### src/rtl/ft_memory.sv
// Fault-tolerance checkpoint memory: shadows the register file plus the PC and
// serves word reads over req/gnt/rvalid. Optional macro: FT_MEMORY_ZERO_R0_EN.
module ft_memory #(
  parameter int DATA_WIDTH = 32,
  parameter int NUM_REGS   = 32
) (
  input  logic                  clk_i,
  input  logic                  rst_i,
  input  logic                  we_rf_i,
  input  logic [4:0]            addr_rf_i,
  input  logic [DATA_WIDTH-1:0] data_rf_i,
  input  logic [DATA_WIDTH-1:0] pc_i,
  input  logic                  req_i,
  output logic                  gnt_o,
  output logic                  rvalid_o,
  input  logic [31:0]           addr_i,
  output logic [DATA_WIDTH-1:0] rdata_o,
  output logic                  err_o
);

  localparam int          DEPTH   = NUM_REGS + 1;
  localparam int          IDX_W   = $clog2(DEPTH);
  localparam logic [29:0] MAX_IDX = 30'(NUM_REGS);

  logic [DATA_WIDTH-1:0] mem_q [DEPTH];
  logic [DATA_WIDTH-1:0] mem_d [DEPTH];
  logic                  rvalid_q, rvalid_d;
  logic [DATA_WIDTH-1:0] rdata_q, rdata_d;
  logic                  err_q, err_d;

  logic [29:0]      word_idx;
  logic [IDX_W-1:0] rd_idx;
  logic [IDX_W-1:0] wr_idx;
  logic             misaligned;
  logic             out_of_range;
  logic             wr_in_range;

  // Always ready: the grant is a pure function of the request, even in reset.
  assign gnt_o = req_i;

  always_comb begin
    word_idx     = addr_i[31:2];
    misaligned   = |addr_i[1:0];
    out_of_range = word_idx > MAX_IDX;
    rd_idx       = word_idx[IDX_W-1:0];
    wr_idx       = IDX_W'(addr_rf_i);
    wr_in_range  = int'(addr_rf_i) < NUM_REGS;
  end

  // Next-state of the storage array: RF shadow write, then PC capture.
  always_comb begin
    // NOTE: every output of a combinational block gets a default first; a path
    // that leaves a signal unassigned would otherwise infer a latch.
    mem_d = mem_q;
    if (we_rf_i && wr_in_range) begin
`ifdef FT_MEMORY_ZERO_R0_EN
      if (addr_rf_i != '0) begin
        mem_d[wr_idx] = data_rf_i;
      end
`else
      mem_d[wr_idx] = data_rf_i;
`endif
    end
    mem_d[NUM_REGS] = pc_i;
  end

  // Read path samples mem_q, so a same-edge write is seen only on the next read.
  always_comb begin
    rvalid_d = req_i;
    rdata_d  = rdata_q;
    err_d    = err_q;
    if (req_i) begin
      if (misaligned || out_of_range) begin
        rdata_d = '0;
        err_d   = 1'b1;
      end else begin
        rdata_d = mem_q[rd_idx];
        err_d   = 1'b0;
`ifdef FT_MEMORY_ZERO_R0_EN
        if (word_idx == '0) begin
          rdata_d = '0;
        end
`endif
      end
    end
  end

  always_ff @(posedge clk_i or posedge rst_i) begin
    if (rst_i) begin
      // NOTE: the array is reset because a recovery agent must read zeros after
      // reset; this keeps the storage in flops rather than a RAM macro.
      for (int i = 0; i < DEPTH; i++) begin
        mem_q[i] <= '0;
      end
      rvalid_q <= 1'b0;
      rdata_q  <= '0;
      err_q    <= 1'b0;
    end else begin
      // NOTE: non-blocking assignments so every flop samples pre-edge values,
      // which is exactly what gives read-during-write its old-data result.
      mem_q    <= mem_d;
      rvalid_q <= rvalid_d;
      rdata_q  <= rdata_d;
      err_q    <= err_d;
    end
  end

  assign rvalid_o = rvalid_q;
  assign rdata_o  = rdata_q;
  assign err_o    = err_q;

endmodule

### config.mk
export PLATFORM = sky130hd
export DESIGN_NAME = ft_memory
export DESIGN_NICKNAME = d
export VERILOG_FILES = /design/src/rtl/ft_memory.sv
export SDC_FILE = /design/constraint.sdc
export NUM_CORES = 2
export LEC_CHECK = 0
export ABC_AREA = 1
export CAP_MARGIN = 40
export CELL_PAD_IN_SITES_DETAIL_PLACEMENT = 0
export CELL_PAD_IN_SITES_GLOBAL_PLACEMENT = 1
export CORE_ASPECT_RATIO = 0.9
export CORE_UTILIZATION = 45
export CTS_CLUSTER_SIZE = 10
export DETAILED_ROUTE_END_ITERATION = 16
export PLACE_DENSITY = 0.73
export SLEW_MARGIN = 20
export SYNTH_ARGS = -nofsm -noshare
export SYNTH_HDL_FRONTEND = slang
export SYNTH_SLANG_ARGS = --single-unit
export TNS_END_PERCENT = 30
### constraint.sdc
create_clock -name clk_i -period 53.5 [get_ports clk_i]
set_input_delay 10.7 -clock clk_i [delete_from_list [all_inputs] [get_ports clk_i]]
set_output_delay 10.7 -clock clk_i [all_outputs]
set_load 0.05 [all_outputs]
### Word-level counts from Yosys, hierarchy flattened

Index checks and enable logic that the tools add are counted.

| operators by class | value |
|---|---|
| magnitude comparators | 4 |
| multiplexer cells | 8 |
| bitwise gates (word level) | 2 |
| reduce and logical (&&, ||, !) cells | 3 |

Operators with widths:

| cell | count |
|---|---|
| 1056-bit bitwise mux | 1 |
| 32-bit binary-select mux with 6-bit select | 1 |
| 32-bit demux with 6-bit select | 1 |
| 32-bit 2-to-1 mux | 4 |
| 30-bit by 6-bit > comparator with 1-bit output, second input constant | 1 |
| 7-bit greater-or-equal comparator, second input constant | 2 |
| 7-bit by 1-bit < comparator with 1-bit output, second input constant | 1 |
| 5-bit inverter with 7-bit output | 1 |
| 6-bit inverter with 7-bit output | 1 |
| 2-bit OR reduction | 1 |
| 1-bit logical AND | 1 |
| 1-bit logical OR | 1 |
| 1-bit 2-to-1 mux | 1 |

| word-level totals | value |
|---|---|
| bits in registers | 1090 |
| logic and storage cells | 53 |

### Longest topological paths before layout

| logic depth | value |
|---|---|
| word-level depth | 6 |
| mapped depth | 15 |
| gate-level depth less buffers | 11 |

### Least setup slack after synthesis

Ideal clock, no wire load.

| path | value |
|---|---|
| kind | input port to output port |
| from | input req_i |
| to | output gnt_o |
| data arrival time | 10.870 ns |
| required time | 42.800 ns |
| setup slack | 31.930 ns |
| stages on the path | 1 |
| buffers on the path | 1 |
| path through | buf_4 |

RTL lines:

| element | line | text |
|---|---|---|
| start, declared | 13 | `input logic req_i,` |
| end, declared | 14 | `output logic gnt_o,` |

No word-level cell between the ends.

### Worst setup path after layout

| path | value |
|---|---|
| from | input req_i |
| to | output gnt_o |

No word-level cell between the ends.

==> metrics.md <==
| Metric | Value |
|---|---|
| # diodes | 0 |
| Top cell type's share of synthesized area | 56.0% |
| Final Hold Viols | 0 |
| H-tree Lvls | 4 |
| Slowest stage delay, CP | 0.82 ns |
| Syn avg cell area | between 8 and 9 µm² |
| Post-CTS setup buffer count | 0 |
| CTS-repair resized insts | 0 |
| Delay-heaviest family, CP | buffers and inverters |
| Horiz. Die Dim | 349 µm |
| Data arrival time at the worst-slack endpoint | 12.04 ns |
| # fillers | 10,400 |
| PwrDens | ~39 nW/µm² |
| Worst Skew | between 0.01 and 0.015 ns |
| Total gr overflow | 0 |
| Kind of critical path | in2out |
| Worst Path Required | 42.80 ns |
| YS warnings | 0 |
| Hold WC Path Type | reg2reg |
| Unrepaired setup endpoints after global routing | false |
| Final Cell Area | 56,300 µm² |
| Vias in the first global route | just under 40,000 |
| Pleak | 26.3 nW |
| Number of synthesized register bits | 1,090 |
| Root buffer selected by CTS | clkbuf_16 |
| Maxcap violations | 0 |
| Period minus WS final | 22.74 ns |
| Area of the core | roughly 110,000 µm² |
| Layout Nets | 6,040 |
| Share of post-route cells with drive strength above 1 | 5.73% |
| CTS Buf Count | 131 |
| Endpoints failing setup | 0 |
| Total vias in the final route | between 40,000 and 50,000 |
| CTS tree | yes |
| CP max stage cell | clkdlybuf4s50_1 |
| Num rows | 114 |
| Max IR drop VDD | roughly 35 µV |
| Max-slew headroom | 34.0% |
| Post-DP Area | 52,400 µm² |
| Wire length per cell | around 22 µm |
| Max Fanout on Critical Path | 4 |
| Share of synthesized registers carrying an async set or reset | 100% |
| Max-slew violation count | 0 |
| Sequential share of the synthesized area | between 50% and 60% |
| Via density | 5.52 |
| Status | finished, final reports clean |
| Count leader, synth | nand2_1 |
| Detailed Place HPWL | 92.7 mm |
| Mapped Cells | 6,059 |
| Synth area leaders | dfrtp_1, nand2_1, nand3_1 |
| Synth area leader | dfrtp_1 |
| Clk Latency, worst-skew pair | 0.73 ns |
| Startpoint Class | input pin |
| Critical path, cell by cell | clkdlybuf4s50_1 -> clkdlybuf4s50_1 |
| GRT Overall Usage | 30.6% |
| Fin crit share | 42.5% |
| Setup TNS | 0 ns |
| Number of flops mapped to enable cells by yosys | 0 |
| Mapped Nets | 6,164 |
| Syn Std Cell Area | 48,700 µm² |
| Nature of the critical path endpoint | output pin |
| Most frequent CP cell | clkdlybuf4s50_1 |
| CTS clk-pin slew, worst paths | ~0.06 ns |
| First-pass GRT wire length | roughly 250 mm |
| Die height | roughly 310 µm |
| Synth Flop Type | dfrtp_1 |
| Drt drc | 0 |
| Initial antenna violation count | 0 |
| First DRT Iteration DRCs | ~4,200 |
| Peak Freq | 44.0 MHz |
| GPL Wtd Cong | 0.771 |
| I/O Buffers | 139 |
| Netlist cell types | 21 |
| Worst slew pin tran | 0.990 ns |
| Routed Antenna Nets | 0 |
| Commonest cells post-synth | nand2_1, dfrtp_1, nand3_1 |
| I/O Pins | 140 |
| Area Overhead vs Synth | 15.8% |
| Hold buffer count at CTS | 0 |
| Buf/Inv on CP | 2 |
| Drt pass-1 iters | 6 |
| Largest net degree at the start of global routing | 189 |
| Initial core utilization | 45.4% |
| Sink Count | 1,090 |
| Final wirelength | approximately 170 mm |
| Die area | ~110,000 µm² |
| Maximum clock insertion buffer count | 3 |
## sequential cells by signal, indices dropped and copies added (netlist names)
register	flops
mem_q	1056
rdata_o	32
err_o	1
rvalid_o	1
## logic make-up after synthesis
| kind of cell | share of synthesized area (%) |
|---|---|
| AOI/OAI and AO/OA | 11.1 |
| buffers and inverters | 4.55 |
| DFF | 56.0 |
| and+or+nand+nor | 28.3 |
## report_power, final
part	total, mW	leakage [nW]	switching (mW)	internal, mW
combinational	0.314	10.4	0.190	0.124
clock	0.821	1.85	0.337	0.484
sequential	1.05	14.1	0.0750	0.972
total	2.18	26.3	0.602	1.58
## cell usage in the layout (no fill, tap or decap), drive strengths merged
cell type,synthesis,routed
o41ai,32,32
a21oi,65,65
dfrtp,1090,1090
nand4,3,3
nor2,77,77
buf,71,145
nand3,961,961
o21ai,960,960
nor4,4,4
nor3,12,12
inv,45,47
nand2,2271,2271
clkinv,1,1
clkbuf,467,183
clkdlybuf4s50,0,134
## final timing paths
check	startpoint	to	slack (ns)	cells past startpoint
max	req_i	gnt_o	30.76	2
min	rdata_o[19]	rdata_o[19]	0.48	2
max reg2reg	mem_q[902]	rdata_o[6]	51.71	10
min reg2reg	rdata_o[19]	rdata_o[19]	0.48	2
max in group asynchronous	rst_i	mem_q[938]	40.08	9
min in group asynchronous	rst_i	mem_q[258]	10.35	2
## area by class of cell
cell class / instances / area (µm²) / area share [%]
timing repair buffer: 281 / 3820 / 6.78
tap: 1450 / 1810 / 3.22
sequential: 1090 / 27300 / 48.4
clock buffer: 181 / 3780 / 6.71
inverter: 46 / 203 / 0.360
clock inverter: 2 / 17.5 / 0.0311
multi-input combinational: 4385 / 19400 / 34.5
## per-layer routing
layer	track usage, %	part of all wire (%)	wire [µm]	vias to the layer above
met5	0	0	0	-
met4	7.46	2.1	3420	0
met3	4.53	6.1	10100	209
met2	50.2	47	78100	1252
met1	42.7	45	74500	19900
li1	-	-	-	19700
## per-stage QoR
stage / instances / setup slack (ns) / hold slack [ns] / utilization [%] / total power [mW]
finish: 7435 / 30.76 / 0.478 / 52.5 / 2.18
global route: 7435 / 30.72 / 0.489 / 52.5 / 2.30
CTS: 7428 / 30.76 / 0.480 / 52.4 / 2.20
detailed placement: 7245 / 30.75 / 0.465 / 48.8 / 1.37
global placement: 7160 / 30.76 / 0.464 / 47.1 / 1.35
floorplan: 6059 / 12.11 / 0.453 / - / 1.27
## tightest hold or removal path, cell delays in order, from the launching register on
cell and delay [ns]:
dfrtp_1 0.33, nand2_1 0.05, nand2_1 0.06
(Power assumes the default switching activity.)
